$ cat config.mk
export PLATFORM = sky130hd
export DESIGN_NAME = writeback_arbiter
export DESIGN_NICKNAME = d
export VERILOG_FILES = /design/src/rtl/wb_pkg.sv /design/src/rtl/wb_result_fifo.sv /design/src/rtl/writeback_arbiter.sv
export SDC_FILE = /design/constraint.sdc
export NUM_CORES = 1
export LEC_CHECK = 0
export BUFFER_PORTS_ARGS = -buffer_cell sky130_fd_sc_hd__buf_4
export CAP_MARGIN = 25
export CORE_UTILIZATION = 35
export DETAILED_ROUTE_END_ITERATION = 8
export GPL_TIMING_DRIVEN = 0
export SETUP_SLACK_MARGIN = 0.3
export SYNTH_ARGS = -nofsm -noshare
export SYNTH_HDL_FRONTEND = slang
export SYNTH_SLANG_ARGS = --single-unit
export TNS_END_PERCENT = 50
$ cat constraint.sdc
create_clock -name clk -period 3.85 [get_ports clk]
set_clock_uncertainty 0.15 [all_clocks]
set_input_delay 0.77 -clock clk [delete_from_list [all_inputs] [get_ports clk]]
set_output_delay 0.77 -clock clk [all_outputs]
set_load 0.02 [all_outputs]
$ cat src/rtl/wb_pkg.sv
// Shared types and widths for the writeback arbiter and its result FIFO.
package wb_pkg;

  localparam int XLEN         = 32;
  localparam int REG_ADDR_W   = 5;
  localparam int STARVE_CNT_W = 4;

  typedef struct packed {
    logic [REG_ADDR_W-1:0] rd;
    logic [XLEN-1:0]       data;
  } wb_entry_t;

  // One-hot register mask; x0 maps to an all-zero mask so it can never be marked busy.
  function automatic logic [XLEN-1:0] reg_onehot(input logic [REG_ADDR_W-1:0] rd);
    logic [XLEN-1:0] mask;
    mask = '0;
    if (rd != '0) mask[rd] = 1'b1;
    return mask;
  endfunction

endpackage

$ cat src/rtl/wb_result_fifo.sv
// Small synchronous FIFO holding long-latency results until the write port is free.
// The head entry is visible combinationally so it can be written in the pop cycle.
module wb_result_fifo
  import wb_pkg::*;
#(
  parameter int FIFO_DEPTH = 2
) (
  input  logic      clk,
  input  logic      reset_n,
  input  logic      push,
  input  logic      pop,
  input  wb_entry_t push_entry,
  output wb_entry_t head,
  output logic      full,
  output logic      empty
);

  localparam int PTR_W = $clog2(FIFO_DEPTH);

  wb_entry_t          mem_reg [FIFO_DEPTH];
  logic [PTR_W-1:0]   wr_ptr_reg;
  logic [PTR_W-1:0]   rd_ptr_reg;
  logic [PTR_W:0]     count_reg;
  logic               push_en;
  logic               pop_en;

  assign full    = (count_reg == (PTR_W+1)'(FIFO_DEPTH));
  assign empty   = (count_reg == '0);
  assign push_en = push && !full;
  assign pop_en  = pop && !empty;
  assign head    = mem_reg[rd_ptr_reg];

  // Payload storage carries no reset; occupancy alone decides validity.
  genvar gi;
  generate
    for (gi = 0; gi < FIFO_DEPTH; gi++) begin : g_slot
      always_ff @(posedge clk) begin
        if (push_en && (wr_ptr_reg == PTR_W'(gi))) begin
          mem_reg[gi] <= push_entry;
        end
      end
    end
  endgenerate

  always_ff @(posedge clk) begin
    if (!reset_n) begin
      wr_ptr_reg <= '0;
      rd_ptr_reg <= '0;
      count_reg  <= '0;
    end else begin
      if (push_en) wr_ptr_reg <= wr_ptr_reg + 1'b1;
      if (pop_en)  rd_ptr_reg <= rd_ptr_reg + 1'b1;
      if (push_en && !pop_en)      count_reg <= count_reg + 1'b1;
      else if (pop_en && !push_en) count_reg <= count_reg - 1'b1;
    end
  end

endmodule

$ cat src/rtl/writeback_arbiter.sv
// Owns the register file write port: merges MEM/WB and buffered long-latency results,
// bounds FIFO starvation and keeps the busy scoreboard. WB_FORWARD_EN adds bypass outputs.
module writeback_arbiter
  import wb_pkg::*;
#(
  parameter int FIFO_DEPTH   = 2,
  parameter int STARVE_LIMIT = 4
) (
  input  logic                  clk,
  input  logic                  reset_n,
  input  logic                  pipe_valid,
  input  logic [REG_ADDR_W-1:0] pipe_rd,
  input  logic [XLEN-1:0]       pipe_data,
  output logic                  pipe_stall,
  input  logic                  ll_issue,
  input  logic [REG_ADDR_W-1:0] ll_issue_rd,
  input  logic                  ll_valid,
  output logic                  ll_ready,
  input  logic [REG_ADDR_W-1:0] ll_rd,
  input  logic [XLEN-1:0]       ll_data,
  output logic                  reg_write,
  output logic [REG_ADDR_W-1:0] write_reg,
  output logic [XLEN-1:0]       write_data,
  output logic [XLEN-1:0]       busy
`ifdef WB_FORWARD_EN
  ,
  output logic                  fwd_valid,
  output logic [REG_ADDR_W-1:0] fwd_reg,
  output logic [XLEN-1:0]       fwd_data
`endif
);

  wb_entry_t                 head;
  wb_entry_t                 push_entry;
  logic                      fifo_full;
  logic                      fifo_empty;
  logic                      fifo_push;
  logic                      fifo_pop;
  logic                      pipe_take;

  logic [STARVE_CNT_W-1:0]   starve_cnt_reg, starve_cnt_next;
  logic                      reg_write_reg, reg_write_next;
  logic [REG_ADDR_W-1:0]     write_reg_reg, write_reg_next;
  logic [XLEN-1:0]           write_data_reg, write_data_next;
  logic [XLEN-1:0]           busy_reg, busy_next;

  // Ready depends on occupancy only, so a same-cycle pop never frees room for a push.
  assign ll_ready   = !fifo_full;
  assign pipe_stall = (starve_cnt_reg == STARVE_CNT_W'(STARVE_LIMIT));
  assign fifo_push  = ll_valid && !fifo_full && (ll_rd != '0);
  assign push_entry = '{rd: ll_rd, data: ll_data};

  wb_result_fifo #(
    .FIFO_DEPTH (FIFO_DEPTH)
  ) u_fifo (
    .clk        (clk),
    .reset_n    (reset_n),
    .push       (fifo_push),
    .pop        (fifo_pop),
    .push_entry (push_entry),
    .head       (head),
    .full       (fifo_full),
    .empty      (fifo_empty)
  );

  always_comb begin
    fifo_pop        = 1'b0;
    pipe_take       = 1'b0;
    write_reg_next  = write_reg_reg;
    write_data_next = write_data_reg;
    starve_cnt_next = starve_cnt_reg;
    busy_next       = busy_reg;

    if (pipe_stall && !fifo_empty) begin
      fifo_pop = 1'b1;
    end else if (pipe_valid && (pipe_rd != '0)) begin
      pipe_take = 1'b1;
    end else if (!fifo_empty) begin
      fifo_pop = 1'b1;
    end

    reg_write_next = fifo_pop || pipe_take;
    if (fifo_pop) begin
      write_reg_next  = head.rd;
      write_data_next = head.data;
    end else if (pipe_take) begin
      write_reg_next  = pipe_rd;
      write_data_next = pipe_data;
    end

    if (fifo_empty || fifo_pop) begin
      starve_cnt_next = '0;
    end else if (starve_cnt_reg != '1) begin
      starve_cnt_next = starve_cnt_reg + 1'b1;
    end

    // Clear before set so a same-cycle issue to the popped register keeps the bit.
    if (fifo_pop) busy_next = busy_next & ~reg_onehot(head.rd);
    if (ll_issue) busy_next = busy_next | reg_onehot(ll_issue_rd);
    busy_next[0] = 1'b0;
  end

  always_ff @(posedge clk) begin
    if (!reset_n) begin
      starve_cnt_reg <= '0;
      reg_write_reg  <= 1'b0;
      write_reg_reg  <= '0;
      write_data_reg <= '0;
      busy_reg       <= '0;
    end else begin
      starve_cnt_reg <= starve_cnt_next;
      reg_write_reg  <= reg_write_next;
      write_reg_reg  <= write_reg_next;
      write_data_reg <= write_data_next;
      busy_reg       <= busy_next;
    end
  end

  assign reg_write  = reg_write_reg;
  assign write_reg  = write_reg_reg;
  assign write_data = write_data_reg;
  assign busy       = busy_reg;

`ifdef WB_FORWARD_EN
  // Gated by reset_n so the bypass is quiet for the whole reset cycle.
  assign fwd_valid = reg_write_reg && reset_n;
  assign fwd_reg   = write_reg_reg;
  assign fwd_data  = write_data_reg;
`endif

endmodule

==> qor.yml, run 1 <==
cts_tree: "done"
setup.worst_path.end_class: "flop"
path_clk_slew_ns: 0.06
grt_pass1_vias: 5247
ys_types: 40
syn_area_mm2: 0.00649
finalWeightedCongestion: 0.789
cts_hold_buf: 0
grt_pass1_wl_um: 27700
cts-buffers-inserted: 17
grt_max_degree: 26
syn_avg_cell_area_um2: 11.5
r2r_setup_slack_ns: 0.93
reg2reg_depth: 11
drt_wl_total_um: 17400
final_antenna_net_count: 0
yosys_warnings: 0
hold_start: "write_data[25]"
cts.sinks: 152
async_flop_share: 0
slew_violations: 0
drc: 32
routedWlPerCell_um: 17.8
min_path_cells: 2
synth_top_family_by_area: "compound AO/OA/AOI/OAI gates"
synth_area_leaders: "edfxtp_1 34%, dfxtp_1 24%, mux2_2 6.4%"
max_freq_mhz: 343
synth-xor-area-share: 0.00540
gr-usage-met3: 0.0544
num_io_pins: 156
syn-instance-count: 566
cts_resized: 0
synthFlopType: "dfxtp_1"
slew_headroom: 0.387
design_power_total_mw: 5.52
cts-root-buf: "clkbuf_16"
p_per_area_mw_per_mm2: 639
yosys-mux-area-fraction: 0.0719
overflow: 0
grt-busiest-layer: "met2"
first_iter_violations: 336
ir_worst_vdd_v: 0.000354
synthTopCellsByCount: "78 x dfxtp_1, 75 x nand2_1, 74 x edfxtp_1, 44 x inv_1"
num-nets-final: 825
synth_adder_area_share: 0.00578
io_buffers: 151
fin_crit_ns: 2.92
clkLatencyLatePin_ns: 0.42
post-route-util: 0.478
post-route-period-util: 0.757
fin_cells: 981
path_class: "reg -> reg"
post_cts_buffers: 0
synth.most_common_cell: "dfxtp_1"
synth-simple-area-share: 0.128
crit_fanout: 10
largest_reg_flops: 74
hp-class: "reg -> reg"
core-area_mm2: 0.0181
vias: 5136
hold_viol: 0
synth_compound_area_frac: 0.146
p_leak_nw: 3.21
post-place-cells: 948
grt_antenna_before_repair: 0
rsz0062_at_grt: "false"
die-area_mm2: 0.0191
synth_edf_count: 74
r2r-start: "starve_cnt_reg[0]"
initial_core_util: 0.359
rr_endpoint: "u_fifo.count_reg[1]"
grtUsageMet2: 0.314
cp.arrival_ns: 3.11
grtUsageMet1: 0.228
synth_top_area_share: 0.342
start_kind: "flop"
place_ws_ns: 0.634
hold_end: "write_data[25]"
drive_gt1_frac: 0.360
placementRows: 49
max_cap_viol_count: 0
die_x_um: 138
setup_slack_ns: 0.934
area_growth_pct: 33.1
synth_top_area_cell: "edfxtp_1"
ys_seq_area_frac: 0.583
cts_max_level: 4
syn-num-nets: 653
ys_ff_latch: 152
viasPerCell: 5.24
violations: "design-rule violations"
dp_hpwl_um: 12500
dr.pass1.iters: 7
grtUsageTotal: 0.189
die-height_um: 138
worstPathRequired_ns: 4.05
worst_slew_pin_slew_ns: 0.917
status: "complete, but fails checks"
clock_path_buffers: 2
setup_viol: 0
==> worst max-delay path by stage <==
stage | from | to | slack, ns
6_report | starve_cnt_reg[0] | u_fifo.count_reg[1] | 0.93
5_1_grt | starve_cnt_reg[0] | u_fifo.count_reg[1] | 0.75
4_1_cts | starve_cnt_reg[0] | u_fifo.count_reg[1] | 0.94
3_5_place_dp | ll_rd[0] | u_fifo.count_reg[1] | 0.63
3_3_place_gp | ll_rd[0] | u_fifo.mem_reg[0][14] | -0.64
2_1_floorplan | ll_rd[3] | u_fifo.mem_reg[0][0] | 0.67
==> kinds of logic (layout without fill, tap and decap cells) <==
| logic type | count (synthesis) | in the layout |
|---|---|---|
| buffers and inverters | 90 | 275 |
| AND/OR/NAND/NOR | 164 | 164 |
| AO/OA/AOI/OAI | 110 | 110 |
| adder cells (fa/ha/maj) | 3 | 3 |
| XOR/XNOR | 4 | 4 |
| multiplexers | 42 | 42 |
| other | 1 | 2 |
| flip-flops | 152 | 152 |
==> layer usage <==
| layer | routed length [um] | vias to the layer above |
|---|---|---|
| met5 | 0 | - |
| met4 | 372 | 0 |
| met3 | 1240 | 28 |
| met2 | 8550 | 175 |
| met1 | 7250 | 2477 |
| li1 | - | 2456 |
==> worst max-delay path: stages (launching register included) <==
cell,delay (ns)
dfxtp_1,0.41
inv_1,0.08
ha_1,0.20
and3b_4,0.20
a211oi_4,0.47
nor2_2,0.11
buf_2,0.22
buf_6,0.18
inv_1,0.07
ha_1,0.25
or3_1,0.37
a21oi_1,0.13
==> metrics by stage <==
stage                     instance area, um^2  TNS (ns)  hold WS [ns]
final                                    8640         0         0.363
after global routing                     8640         0         0.361
after CTS                                8640         0         0.363
after detailed placement                 7970         0         0.359
after global placement                   7910    -46.88         0.344
after floorplan                          6490         0         0.330
==> layout by cell type, fill, tap and decap left out, types with 3 or more instances in the layout <==
| cell type | Yosys | layout |
|---|---|---|
| o221ai_1 | 18 | 18 |
| clkbuf_16 | 0 | 17 |
| clkbuf_1 | 17 | 17 |
| inv_6 | 0 | 4 |
| ha_1 | 3 | 3 |
| nand3_1 | 5 | 5 |
| nor3b_1 | 5 | 5 |
| dfxtp_1 | 78 | 78 |
| nor3_1 | 6 | 6 |
| buf_2 | 16 | 16 |
| nor2_2 | 4 | 4 |
| nand2_1 | 75 | 75 |
| a21oi_1 | 35 | 35 |
| nand4_1 | 37 | 37 |
| or3_1 | 3 | 3 |
| inv_1 | 44 | 44 |
| bufinv_16 | 0 | 6 |
| a311oi_1 | 32 | 32 |
| buf_6 | 3 | 3 |
| mux2i_1 | 5 | 5 |
| edfxtp_1 | 74 | 74 |
| o221ai_2 | 19 | 19 |
| mux2_2 | 37 | 37 |
| nor2_1 | 18 | 16 |
| buf_4 | 1 | 152 |
| buf_1 | 9 | 9 |
==> area by class of cell <==
class | count | area, um^2
fillers | 1663 | 9450
flip-flops and latches | 152 | 3780
multi-input cells | 324 | 2340
repair buffers | 153 | 1170
clock buffers | 17 | 425
well taps | 229 | 287
clock inverters | 15 | 244
plain buffers | 46 | 219
inverters | 44 | 165
diodes | 1 | 2.50
==> power by group <==
| group | switching, mW | internal, mW | total [mW] |
|---|---|---|---|
| sequential | 0.119 | 1.98 | 2.10 |
| clock | 0.669 | 1.22 | 1.89 |
| combinational | 0.928 | 0.602 | 1.53 |
| total | 1.72 | 3.80 | 5.52 |
Note: power is estimated with default switching activity, not from simulation.
==> inputs of run 2 (changes only) <==
==> constraint.sdc (replaced) <==
create_clock -name clk -period 2.45 [get_ports clk]
set_clock_uncertainty 0.15 [all_clocks]
set_input_delay 0.49 -clock clk [delete_from_list [all_inputs] [get_ports clk]]
set_output_delay 0.49 -clock clk [all_outputs]
set_load 0.02 [all_outputs]
==> qor.yml, run 2 (synthesized netlist as in run 1, its figures left out) <==
fin_crit_ns: 2.19
die-height_um: 138
path_clk_slew_ns: 0.06
die_x_um: 138
initial_core_util: 0.359
cts-root-buf: "clkbuf_16"
cp_cell_sequence: "inv_1, ha_2, and3b_4, a211oi_4, nor2_2, buf_6, buf_12, inv_4, ha_4, or3_1, a21oi_1"
cts_tree: "done"
crit_fanout: 3
violations: "design-rule violations"
viasPerCell: 5.17
largest_reg_flops: 74
pwr-share-clk: 0.310
cts.sinks: 152
hold_viol: 0
path_class: "reg -> reg"
placementRows: 49
start_kind: "flop"
tns_ns: 0
grt_pass1_wl_um: 28400
post-route-period-util: 0.894
grt_pass1_vias: 5440
final_antenna_net_count: 0
setup_slack_ns: 0.260
fin_area_mm2: 0.00874
cts-buffers-inserted: 17
rsz0062_at_grt: "true"
antenna_cells: 0
max_cap_viol_count: 0
grtUsageTotal: 0.191
placed_area_mm2: 0.00799
p_sw_mw: 2.75
cp.arrival_ns: 2.39
pwr-share-comb: 0.304
cts_hold_buf: 0
core-area_mm2: 0.0181
first_iter_violations: 335
slew_headroom: 0.424
cp_slowest_stage_delay_ns: 0.36
design_power_total_mw: 8.54
p_int_mw: 5.79
switching_share: 0.322
worst_slew_pin_slew_ns: 0.863
dp_hpwl_um: 12500
cp_slowest_cell: "or3_1"
dr.pass1.iters: 7
finalWeightedCongestion: 0.807
min_path_cells: 1
vias: 5132
io_buffers: 151
area_growth_pct: 34.7
layout_commonest_cell: "buf_4"
grt_max_degree: 26
grt_antenna_before_repair: 0
clkLatencyLatePin_ns: 0.42
final_cell_mix: "166 x buf_4, 76 x dfxtp_1, 75 x nand2_1"
place_ws_ns: -0.501
die-area_mm2: 0.0191
num_io_pins: 156
slew_violations: 0
routedWlPerCell_um: 17.8
p_leak_nw: 3.26
max_freq_mhz: 457
drive_gt1_frac: 0.391
reg2reg_depth: 11
overflow: 0
hp-class: "in -> reg"
ir_worst_vdd_v: 0.000603
cts_max_level: 4
status: "complete, but fails checks"
p_per_area_mw_per_mm2: 977
clock_path_buffers: 2
setup.worst_path.end_class: "flop"
drc: 16
p_seq_frac: 0.386
worstPathRequired_ns: 2.65
drt_wl_total_um: 17600
setup_viol: 0
num-nets-final: 837
## run 2: cell count changes in the layout (fill, tap and decap cells not counted), moves of 3 or more
cell,previous run,this run
clkbuf_2,0,3
bufinv_16,6,3
buf_4,152,166
buf_1,9,4
## run 2: cell type report
| class | instances | area (um^2) |
|---|---|---|
| clock buffers | 17 | 425 |
| fillers | 1630 | 9340 |
| flip-flops and latches | 152 | 3790 |
| well taps | 229 | 287 |
| clock inverters | 15 | 171 |
| inverters | 44 | 168 |
| plain buffers | 45 | 241 |
| repair buffers | 166 | 1270 |
| multi-input cells | 324 | 2390 |
## run 2: path summary, 6_finish.rpt
path | startpoint | to | slack [ns]
setup / recovery | starve_cnt_reg[0] | u_fifo.count_reg[1] | 0.26
hold / removal | ll_data[19] | u_fifo.mem_reg[1][19] | 0.10
setup reg to reg | starve_cnt_reg[0] | u_fifo.count_reg[1] | 0.26
hold reg to reg | write_data[22] | write_data[22] | 0.36
## run 2: per-stage QoR
step	std cells	hold WS (ns)	util
final	992	0.103	0.483
after global routing	992	0.0875	0.483
after CTS	989	0.0887	0.481
after detailed placement	948	0.349	0.442
after global placement	946	0.344	0.439
after floorplan	566	0.330	-
## run 2: routing by layer
layer	GRT usage	wire, um
met5	0	0
met3	0.0475	1110
met1	0.224	7200
met4	0.0621	222
met2	0.340	9080
## run 2: critical path, delay by kind of cell, from the launching register on
| kind | cells | cell delay (ns) |
|---|---|---|
| compound gates | 2 | 0.30 |
| buf+inv | 4 | 0.34 |
| fa+ha+maj | 2 | 0.37 |
| simple gates | 3 | 0.62 |
| flops | 1 | 0.34 |
## run 2: power by group through the flow
stage / clock network [mW] / registers, mW / logic [mW]
after CTS: 2.70 / 3.30 / 2.56
after global routing: 2.82 / 3.34 / 2.81
after floorplan: 0 / 3.55 / 1.32
after detailed placement: 0 / 3.34 / 2.46
final: 2.65 / 3.30 / 2.59
after global placement: 0 / 3.33 / 2.37
## run 2: what timing repair did
item / 4_1_cts / 5_1_grt
gates resized for setup: 10 / 13
endpoints found under the setup margin: 66 / 98
pin swaps: 6 / 5
buffers inserted: 9 / 4
